**src/rtl/bus_pkg.sv**
```systemverilog
// Shared definitions for system-bus masters: slave select encodings,
// address-region codes, controller state type and the region decoder.
package bus_pkg;

   localparam logic [2:0] SEL_NONE = 3'b000;
   localparam logic [2:0] SEL_S1   = 3'b001;
   localparam logic [2:0] SEL_S2   = 3'b010;
   localparam logic [2:0] SEL_S3   = 3'b011;

   localparam logic [1:0] REGION_S1       = 2'b00;
   localparam logic [1:0] REGION_S2       = 2'b01;
   localparam logic [1:0] REGION_S3       = 2'b10;
   localparam logic [1:0] REGION_UNMAPPED = 2'b11;

   typedef enum logic [1:0] {
      ST_IDLE,
      ST_SETTLE,
      ST_WAIT,
      ST_DONE
   } bus_mst_state_t;

   typedef struct packed {
      logic [2:0] sel;
      logic       unmapped;
   } region_dec_t;

   // Map the two region bits of an address onto a slave select.
   function automatic region_dec_t region_to_select(input logic [1:0] region);
      region_dec_t dec;
      dec.sel      = SEL_NONE;
      dec.unmapped = 1'b0;
      case (region)
         REGION_S1: dec.sel = SEL_S1;
         REGION_S2: dec.sel = SEL_S2;
         REGION_S3: dec.sel = SEL_S3;
         default:   dec.unmapped = 1'b1;
      endcase
      return dec;
   endfunction

endpackage

```
**src/rtl/bus_master_ctrl_if.sv**
```systemverilog
// Client request/response and system-bus signals of one bus master.
// The master modport is the controller's view; slave is the environment's.
interface bus_master_ctrl_if #(
   parameter int ADDR_W = 14,
   parameter int DATA_W = 8
);
   logic              req_valid;
   logic              req_ready;
   logic              req_we;
   logic [ADDR_W-1:0] req_addr;
   logic [DATA_W-1:0] req_wdata;
   logic              resp_valid;
   logic              resp_ready;
   logic [DATA_W-1:0] resp_rdata;
   logic              resp_err;
   logic [2:0]        bus_select;
   logic              bus_valid;
   logic              bus_we;
   logic [ADDR_W-3:0] bus_addr;
   logic [DATA_W-1:0] bus_wdata;
   logic [DATA_W-1:0] bus_rdata;
   logic              bus_ready;

   modport master (
      input  req_valid, req_we, req_addr, req_wdata, resp_ready, bus_rdata, bus_ready,
      output req_ready, resp_valid, resp_rdata, resp_err,
             bus_select, bus_valid, bus_we, bus_addr, bus_wdata
   );

   modport slave (
      output req_valid, req_we, req_addr, req_wdata, resp_ready, bus_rdata, bus_ready,
      input  req_ready, resp_valid, resp_rdata, resp_err,
             bus_select, bus_valid, bus_we, bus_addr, bus_wdata
   );
endinterface

```
**src/rtl/bus_addr_decode.sv**
```systemverilog
// Combinational address-region decoder, shareable between bus masters.
module bus_addr_decode
   import bus_pkg::*;
(
   input  logic [1:0] region,
   output logic [2:0] sel,
   output logic       unmapped
);
   region_dec_t dec;

   assign dec      = region_to_select(region);
   assign sel      = dec.sel;
   assign unmapped = dec.unmapped;
endmodule

```
**src/rtl/bus_master_ctrl.sv**
```systemverilog
// Master-side transaction controller: accepts one client request at a time,
// runs it on the system bus (select, strobes, registered ready) and returns
// read data with an error flag. All outputs come straight from flops.
module bus_master_ctrl
   import bus_pkg::*;
#(
   parameter int ADDR_W         = 14,
   parameter int DATA_W         = 8,
   parameter int TIMEOUT_CYCLES = 16
) (
   input  logic                 clk,
   input  logic                 rst_n,
   bus_master_ctrl_if.master    bif
);
   localparam int CNT_W = (TIMEOUT_CYCLES > 1) ? $clog2(TIMEOUT_CYCLES) : 1;
   localparam logic [CNT_W-1:0] CNT_LAST =
      CNT_W'((TIMEOUT_CYCLES > 0) ? TIMEOUT_CYCLES - 1 : 0);
   localparam bit TMO_EN = (TIMEOUT_CYCLES != 0);

   bus_mst_state_t    state_q, state_d;
   logic [CNT_W-1:0]  cnt_q, cnt_d;
   logic              req_ready_q, req_ready_d;
   logic              resp_valid_q, resp_valid_d;
   logic [DATA_W-1:0] resp_rdata_q, resp_rdata_d;
   logic              resp_err_q, resp_err_d;
   logic [2:0]        bus_select_q, bus_select_d;
   logic              bus_valid_q, bus_valid_d;
   logic              bus_we_q, bus_we_d;
   logic [ADDR_W-3:0] bus_addr_q, bus_addr_d;
   logic [DATA_W-1:0] bus_wdata_q, bus_wdata_d;

   logic [2:0]        dec_sel;
   logic              dec_unmapped;

   bus_addr_decode u_decode (
      .region   (bif.req_addr[ADDR_W-1 -: 2]),
      .sel      (dec_sel),
      .unmapped (dec_unmapped)
   );

   // Next-state and next-output logic; bus_ready is only looked at in WAIT,
   // since the ready mux delivers it one cycle late and it is stale elsewhere.
   always_comb begin
      state_d      = state_q;
      cnt_d        = '0;
      req_ready_d  = 1'b0;
      resp_valid_d = resp_valid_q;
      resp_rdata_d = resp_rdata_q;
      resp_err_d   = resp_err_q;
      bus_select_d = bus_select_q;
      bus_valid_d  = bus_valid_q;
      bus_we_d     = bus_we_q;
      bus_addr_d   = bus_addr_q;
      bus_wdata_d  = bus_wdata_q;

      case (state_q)
         ST_IDLE: begin
            req_ready_d = 1'b1;
            if (bif.req_valid && req_ready_q) begin
               req_ready_d = 1'b0;
               if (dec_unmapped) begin
                  state_d      = ST_DONE;
                  resp_valid_d = 1'b1;
                  resp_err_d   = 1'b1;
                  resp_rdata_d = '0;
               end else begin
                  state_d      = ST_SETTLE;
                  bus_select_d = dec_sel;
                  bus_valid_d  = 1'b1;
                  bus_we_d     = bif.req_we;
                  bus_addr_d   = bif.req_addr[ADDR_W-3:0];
                  bus_wdata_d  = bif.req_wdata;
               end
            end
         end
         ST_SETTLE: begin
            state_d = ST_WAIT;
         end
         ST_WAIT: begin
            if (bif.bus_ready) begin
               state_d      = ST_DONE;
               resp_valid_d = 1'b1;
               resp_err_d   = 1'b0;
               resp_rdata_d = bus_we_q ? '0 : bif.bus_rdata;
               bus_select_d = SEL_NONE;
               bus_valid_d  = 1'b0;
               bus_we_d     = 1'b0;
               bus_addr_d   = '0;
               bus_wdata_d  = '0;
            end else if (TMO_EN && (cnt_q == CNT_LAST)) begin
               state_d      = ST_DONE;
               resp_valid_d = 1'b1;
               resp_err_d   = 1'b1;
               resp_rdata_d = '0;
               bus_select_d = SEL_NONE;
               bus_valid_d  = 1'b0;
               bus_we_d     = 1'b0;
               bus_addr_d   = '0;
               bus_wdata_d  = '0;
            end else begin
               cnt_d = cnt_q + CNT_W'(1);
            end
         end
         ST_DONE: begin
            if (bif.resp_ready) begin
               state_d      = ST_IDLE;
               resp_valid_d = 1'b0;
               req_ready_d  = 1'b1;
            end
         end
         default: begin
            state_d = ST_IDLE;
         end
      endcase
   end

   // State and output registers with synchronous active-low reset.
   always_ff @(posedge clk) begin
      if (!rst_n) begin
         state_q      <= ST_IDLE;
         cnt_q        <= '0;
         req_ready_q  <= 1'b0;
         resp_valid_q <= 1'b0;
         resp_rdata_q <= '0;
         resp_err_q   <= 1'b0;
         bus_select_q <= SEL_NONE;
         bus_valid_q  <= 1'b0;
         bus_we_q     <= 1'b0;
         bus_addr_q   <= '0;
         bus_wdata_q  <= '0;
      end else begin
         state_q      <= state_d;
         cnt_q        <= cnt_d;
         req_ready_q  <= req_ready_d;
         resp_valid_q <= resp_valid_d;
         resp_rdata_q <= resp_rdata_d;
         resp_err_q   <= resp_err_d;
         bus_select_q <= bus_select_d;
         bus_valid_q  <= bus_valid_d;
         bus_we_q     <= bus_we_d;
         bus_addr_q   <= bus_addr_d;
         bus_wdata_q  <= bus_wdata_d;
      end
   end

   assign bif.req_ready  = req_ready_q;
   assign bif.resp_valid = resp_valid_q;
   assign bif.resp_rdata = resp_rdata_q;
   assign bif.resp_err   = resp_err_q;
   assign bif.bus_select = bus_select_q;
   assign bif.bus_valid  = bus_valid_q;
   assign bif.bus_we     = bus_we_q;
   assign bif.bus_addr   = bus_addr_q;
   assign bif.bus_wdata  = bus_wdata_q;

endmodule

```
**src/flat_wrapper.sv**
```systemverilog
// flat-port wrapper written by rule: the top's interface ports become plain ports
module bus_master_ctrl_flat import bus_pkg::*;
#(
   parameter int ADDR_W         = 14,
   parameter int DATA_W         = 8,
   parameter int TIMEOUT_CYCLES = 16
)
  (clk, rst_n, bif_req_valid, bif_req_we, bif_req_addr, bif_req_wdata, bif_resp_ready, bif_bus_rdata, bif_bus_ready, bif_req_ready, bif_resp_valid, bif_resp_rdata, bif_resp_err, bif_bus_select, bif_bus_valid, bif_bus_we, bif_bus_addr, bif_bus_wdata);
  bus_master_ctrl_if #(.ADDR_W(ADDR_W), .DATA_W(DATA_W)) bif_i ();
  input  logic clk;
  input  logic rst_n;
  input wire logic [$bits(bif_i.req_valid)-1:0] bif_req_valid;
  input wire logic [$bits(bif_i.req_we)-1:0] bif_req_we;
  input wire logic [$bits(bif_i.req_addr)-1:0] bif_req_addr;
  input wire logic [$bits(bif_i.req_wdata)-1:0] bif_req_wdata;
  input wire logic [$bits(bif_i.resp_ready)-1:0] bif_resp_ready;
  input wire logic [$bits(bif_i.bus_rdata)-1:0] bif_bus_rdata;
  input wire logic [$bits(bif_i.bus_ready)-1:0] bif_bus_ready;
  output wire logic [$bits(bif_i.req_ready)-1:0] bif_req_ready;
  output wire logic [$bits(bif_i.resp_valid)-1:0] bif_resp_valid;
  output wire logic [$bits(bif_i.resp_rdata)-1:0] bif_resp_rdata;
  output wire logic [$bits(bif_i.resp_err)-1:0] bif_resp_err;
  output wire logic [$bits(bif_i.bus_select)-1:0] bif_bus_select;
  output wire logic [$bits(bif_i.bus_valid)-1:0] bif_bus_valid;
  output wire logic [$bits(bif_i.bus_we)-1:0] bif_bus_we;
  output wire logic [$bits(bif_i.bus_addr)-1:0] bif_bus_addr;
  output wire logic [$bits(bif_i.bus_wdata)-1:0] bif_bus_wdata;
  assign bif_i.req_valid = bif_req_valid;
  assign bif_i.req_we = bif_req_we;
  assign bif_i.req_addr = bif_req_addr;
  assign bif_i.req_wdata = bif_req_wdata;
  assign bif_i.resp_ready = bif_resp_ready;
  assign bif_i.bus_rdata = bif_bus_rdata;
  assign bif_i.bus_ready = bif_bus_ready;
  assign bif_req_ready = bif_i.req_ready;
  assign bif_resp_valid = bif_i.resp_valid;
  assign bif_resp_rdata = bif_i.resp_rdata;
  assign bif_resp_err = bif_i.resp_err;
  assign bif_bus_select = bif_i.bus_select;
  assign bif_bus_valid = bif_i.bus_valid;
  assign bif_bus_we = bif_i.bus_we;
  assign bif_bus_addr = bif_i.bus_addr;
  assign bif_bus_wdata = bif_i.bus_wdata;
  bus_master_ctrl #(.ADDR_W(ADDR_W), .DATA_W(DATA_W), .TIMEOUT_CYCLES(TIMEOUT_CYCLES)) u_core (.clk(clk), .rst_n(rst_n), .bif(bif_i));
endmodule
```
**config.mk**
```make
export PLATFORM = sky130hd
export DESIGN_NAME = bus_master_ctrl_flat
export DESIGN_NICKNAME = d
export VERILOG_FILES = /design/src/rtl/bus_pkg.sv /design/src/rtl/bus_master_ctrl_if.sv /design/src/rtl/bus_addr_decode.sv /design/src/rtl/bus_master_ctrl.sv /design/src/flat_wrapper.sv
export SDC_FILE = /design/constraint.sdc
export NUM_CORES = 1
export LEC_CHECK = 0
export CAP_MARGIN = 20
export CORE_MARGIN = 1.5
export CORE_UTILIZATION = 38
export CTS_CLUSTER_SIZE = 8
export DETAILED_ROUTE_END_ITERATION = 10
export PLACE_DENSITY = 0.79
export SETUP_SLACK_MARGIN = 0.4
export SYNTH_ARGS = -nofsm -noshare
export SYNTH_HDL_FRONTEND = slang
export SYNTH_SLANG_ARGS = --single-unit
```
**constraint.sdc**
```tcl
create_clock -name clk -period 1.8 [get_ports clk]
set_input_delay 0.36 -clock clk [delete_from_list [all_inputs] [get_ports clk]]
set_output_delay 0.36 -clock clk [all_outputs]
set_load 0.005 [all_outputs]
```
-- Word level (Yosys, flattened, before mapping)
Cells that the tools add are included.
- register bits: 42
- input bits: 36
- output and inout bits: 36
- word-level logic and storage cells: 82
- add/subtract/negate cells: 1
- eq/ne operators: 11
- mux-type cells: 46
- bitwise logic cells: 2
- reductions and logical operators: 11
- operators by type and width (operator ; count):
    $mux W8 ; 8
    $mux W12 ; 4
    $pmux W8 S2 ; 2
    $pmux W12 S2 ; 1
    $mux W1 ; 14
    $mux W3 ; 4
    $mux W2 ; 5
    $pmux W1 S2 ; 4
    $pmux W2 S4 ; 1
    $reduce_and A4 Y1 ; 2
    $eq A2 B2 Y1 const B ; 3
    $ne A2 B2 Y1 const B ; 3
    $pmux W2 S3 ; 1
    $pmux W3 S2 ; 1
    $reduce_and A5 Y1 ; 1
    $add A4 B1 Y4 const B ; 1
    $eq A2 B1 Y1 const B ; 2
    $eq A4 B4 Y1 const B ; 1
    $logic_not A2 Y1 ; 2
    $reduce_or A4 Y1 ; 1
    $ne A3 B2 Y1 const B ; 1
    $pmux W1 S3 ; 1
    $reduce_and A3 Y1 ; 1
    $reduce_bool A3 Y1 ; 1
    other kinds (5) ; 6

-- Longest topological paths before layout
- depth in word-level cells: 5
- gate-level depth with buffers: 8
- depth with buffers taken out: 6

-- By module
A second synthesis with hierarchy kept.
- cells, all modules: 202
- area total of the unflattened synthesis: 1908.1 sq um
- modules (own cells, without submodules) (module ; instances ; cells each ; area each (sq um) ; seq. area each (sq um)):
    bus_master_ctrl ; 1 ; 194 ; 1845.5 ; 840.8
    bus_addr_decode ; 1 ; 8 ; 62.6 ; 0.0

-- Least setup slack after synthesis
OpenSTA, ideal clock, no wires.
- path type: reg-to-reg
- from: reg u_core.state_q[0]
- to: reg u_core.bus_addr_q[0], in the netlist u_core.bif.bus_addr[0]
- library setup time: 74 ps
- arrival time: 1689 ps
- required time: 1726 ps
- path slack: 37 ps
- stages on the path, launching flop included: 9
- buffers on the path: 2
- clock period less this slack: 1763 ps
- cell sequence: dfxtp_1 > inv_1 > ha_1 > and2b_1 > a2111oi_4 > buf_6 > buf_6 > nand3_1 > o21ai_0
- cells in the longest elaborated chain, start to end: 3
- elaborated cells on any way between the ends: 8
- those cells by class: eq/ne: 4; mux: 1; reduce/logical: 3
- ends and longest elaborated chain (item ; line ; RTL):
    start: declaration ; bus_master_ctrl.sv:20 ; bus_mst_state_t state_q, state_d;
    start signal: assignment ; bus_master_ctrl.sv:132 ; state_q <= state_d;
    $eq A2 B2 Y1 / $logic_not A2 Y1 (equally long branches) ; bus_master_ctrl.sv:56 ; case (state_q)
    $ne A3 B2 Y1 (no line), or another cell as far along ; n/a ;
    $reduce_and A4 Y1 (no line) ; n/a ;
    end signal: assignment ; bus_master_ctrl.sv:141 ; bus_addr_q <= bus_addr_d;
    end: declaration ; bus_master_ctrl.sv:29 ; logic [ADDR_W-3:0] bus_addr_q, bus_addr_d;
Parallel ways exist; a longest one is shown, timed or not.
A chain may end at the register's enable or synchronous reset.

-- Final worst setup path
- from: reg u_core.state_q[0]
- to: reg u_core.resp_rdata_q[6], in the netlist u_core.bif.resp_rdata[6]
- cells in the longest elaborated chain, start to end: 3
- elaborated cells on any way between the ends: 8
- those cells by class: eq/ne: 4; mux: 1; reduce/logical: 3
- ends and longest elaborated chain (item ; line ; RTL):
    $eq A2 B2 Y1 / $logic_not A2 Y1 (equally long branches) ; bus_master_ctrl.sv:56 ;
    $ne A3 B2 Y1 (no line), or another cell as far along ; n/a ;
    $reduce_and A4 Y1 (no line) ; n/a ;
    end signal: assignment ; bus_master_ctrl.sv:136 ; resp_rdata_q <= resp_rdata_d;
    end: declaration ; bus_master_ctrl.sv:24 ; logic [DATA_W-1:0] resp_rdata_q, resp_rdata_d;
Parallel ways exist; a longest one is shown, timed or not.

==> flow_metrics.tcl <==
set metrics [dict create \
    finalMaxSlewViolations 0 \
    hold_path_startpoint "u_core.bif.bus_addr[10]" \
    synth_largest_area_cell "dfxtp_1" \
    slowest_stage "dfxtp_2" \
    met3_length_microns 367 \
    mappedNetlistNets 246 \
    post-route-worst-setup-slack_ps -15.1 \
    failed_checks "setup timing" \
    fp.coreArea_sq_mm 0.00441 \
    detail_route.wirelength.met1_microns 2150 \
    number_of_global_route_vias_before_repair 1761 \
    fmax_ghz 0.551 \
    finalSetupViolCount 2 \
    finalSetupTns_ps -16.1 \
    cp_num_buf_inv 5 \
    fp-row-count 24 \
    grt_first_pass_wirelength_microns 8330 \
    postLayoutCellArea_sq_mm 0.00310 \
    placedInstanceArea_sq_mm 0.00261 \
    vias 1788 \
    area_growth_syn_to_layout_pct 76.2 \
    syn-cell-area_sq_mm 0.00176 \
    hpwl_microns 2920 \
    criticalPathCategory "flop to flop" \
    gp_congestion 0.786 \
    crit_path_max_incr_delay_ps 360 \
    critical_path_peak_fanout 8 \
    final.period_utilization 1.01 \
    timing.critical_path.required_ps 2030 \
    inserted_clock_buffers 5 \
    avgSynthCellArea_sq_um 8.75 \
    die_width_microns 71.0 \
    total_leakage_power_nw 1.35 \
    die_y_microns 71.0 \
    cellPowerDensity_mw_per_mm2 1360 \
    grt.overflow.total 0 \
    cpLargestDelayFamily "buffers and inverters" \
    layout_common_cells "35 x dlygate4sd2_1, 34 x nand2_1, 33 x clkdlybuf4s50_1" \
    clock_tree.htree_level_count 2 \
    fraction_of_layout_instances_using_a_drive_strength_above_1 0.314 \
    fill_cells 345 \
    crit-reg2reg-launch "u_core.state_q[0]" \
    yosys.area.top_type_share 0.467 \
    post_drt_wl_per_cell_microns 15.3 \
    synth.yosys.warnings 0 \
    max-cap-violations 0 \
    synthesis.instances 201 \
    worstPathCellList "inv_4 -> ha_4 -> and2b_2 -> buf_6 -> buf_6 -> a211oi_4 -> buf_4 -> buf_12 -> nand3_2 -> o21ai_1" \
    global_route_usage_over_all_layers 0.208 \
    synthTopCellsByArea "dfxtp_1 47%, nand3_1 9.1%, o21ai_0 8.8%" \
    rsz0062_at_grt "true" \
    netlist-cell-type-count 33 \
    cts_tree "yes" \
    part_of_the_yosys_area_used_for_sequential_elements 0.467 \
    clock_sink_count 41 \
    remaining_drc_errors 0 \
    number_of_buffers_inserted_by_hold_repair_at_cts 0 \
    clkLatencyLatePin_ps 300 \
    timing.hold.worst_path_depth 2 \
    clockRootBuffer "clkbuf_8" \
    drt-initial-drc-count 110 \
    cp.arrival_ps 2050 \
    port_buffers 70 \
    worst_r2r_endpoint "u_core.bif.resp_rdata[6]" \
    mostFrequentLayoutCell "dlygate4sd2_1" \
    via_per_inst 5.09 \
    totalWireLength_microns 5360 \
    route.antenna.remaining_nets 0 \
    r2r_slack_ps -20 \
    outcome "finished, violations left" \
    synthFlopType "dfxtp_1" \
    starting_utilization_of_the_core_area 0.398 \
    post-route-min-period_ps 1820 \
    clock-skew-final_ps 9.71 \
    sort_of_element_at_the_end_of_the_critical_path "flop" \
    diodes 0 \
    min-delay-path-class "flop to flop" \
    cp-start-kind "flop" \
    ios 72 \
    clock_transition_at_the_registers_of_the_reported_paths_ps 80 \
    postSynthRegisterBits 41 \
    crit_path_frequent_cell "buf_6" \
    antenna_found_initial 0 \
    met2_length_microns 2780 \
    die-area_sq_mm 0.00504 \
    top_layer_used "met4" \
    vdd_ir_drop_max_v 0.000882 \
    drt_pass1_iterations 4 \
    hold_path_end "u_core.bif.bus_addr[10]" \
    synth_enable_flop_cells 0 \
    pin_count_of_the_biggest_net_entering_global_routing 36 \
    design.final.nets 343 \
    worstRegToRegCells 10 \
    clk_buf_depth 2 \
    async_flop_share 0 \
    total_count_of_hold_check_failures_in_the_final_report 0 \
    fin_hold_ws_ps 449 \
]
==> per-layer routing <==
layer | vias to the layer above | global-route usage
met5 | - | 0
met4 | 0 | 0.0398
met3 | 7 | 0.0570
met2 | 66 | 0.381
met1 | 833 | 0.245
li1 | 882 | -
==> power breakdown <==
group / total, mW / switching [mW] / internal (mW) / leakage, nW
combinational: 2.29 / 1.00 / 1.29 / 0.967
sequential: 1.30 / 0.132 / 1.17 / 0.342
clock: 0.613 / 0.345 / 0.268 / 0.0439
==> cell families (layout without fill, tap and decap cells) <==
kind of cell,count (synthesis),count (layout),synth area share
fa+ha+maj,9,9,0.0641
mux,2,2,0.0114
simple gates,81,81,0.210
flops,41,41,0.467
other cells,1,1,0.00213
compound gates,45,45,0.174
buf+inv,20,118,0.0619
xor+xnor,2,2,0.00997
==> layout make-up <==
type	count	area, sq um	share of cell area
tap	52	65.1	0.0210
sequential	41	846	0.273
clock inverter	3	17.5	0.00566
timing repair buffer	103	1090	0.351
clock buffer	5	68.8	0.0222
inverter	7	28.8	0.00929
multi-input combinational	140	983	0.318
==> through the flow <==
stage                     power (mW)   util  instances  worst slack, ps
after floorplan                 2.10      -        201              122
after global placement          2.76  0.590        322             -229
after detailed placement        2.80  0.590        322             -256
after CTS                       3.95  0.669        347             65.3
after global routing            4.40  0.702        351            -65.4
final                           4.20  0.702        351            -15.1
==> cell usage after synthesis, drive strengths merged, types with 2 or more instances <==
cell and instances:
buf 9, nand2 34, inv 7, nor2 9, ha 9, a21oi 3
clkbuf 4, a211oi 3, mux2i 2, nand3 33, o21ai 32, dfxtp 41
nor3 2
==> worst register-to-register path, cell delays in order (launching register included) <==
cell	delay (ps)
dfxtp_2	360
inv_4	50
ha_4	150
and2b_2	220
buf_6	120
buf_6	120
a211oi_4	280
buf_4	170
buf_12	120
nand3_2	80
o21ai_1	80
==> sequential cells by signal (all words and copies together), names as in the netlist <==
name                   count
u_core.cnt_q               4
u_core.bif.bus_addr       12
u_core.bif.bus_valid       1
u_core.bif.resp_err        1
u_core.state_q             2
u_core.bif.bus_wdata       8
u_core.bif.req_ready       1
u_core.bif.resp_valid      1
u_core.bif.bus_we          1
u_core.bif.resp_rdata      8
u_core.bif.bus_select      2
==> repair_timing <==
item                       CTS  global route
pin swaps                    9            13
cloned                       5             1
setup endpoints to repair   71            41
resized for setup           72            24
buffers inserted            12             3
==> worst max path at each step <==
| stage | startpoint | to | cells after the start | slack (ps) |
|---|---|---|---|---|
| after floorplan | u_core.state_q[0] | u_core.bif.bus_addr[3] | 8 | 120 |
| after global placement | bif_req_addr[12] | u_core.bif.bus_select[0] | 7 | -230 |
| after detailed placement | bif_req_addr[12] | u_core.bif.bus_select[0] | 7 | -260 |
| after CTS | u_core.state_q[0] | u_core.bif.bus_addr[2] | 8 | 70 |
| after global routing | u_core.state_q[0] | u_core.bif.resp_rdata[6] | 10 | -70 |
| final | u_core.state_q[0] | u_core.bif.resp_rdata[6] | 10 | -20 |
(Power assumes the default switching activity.)
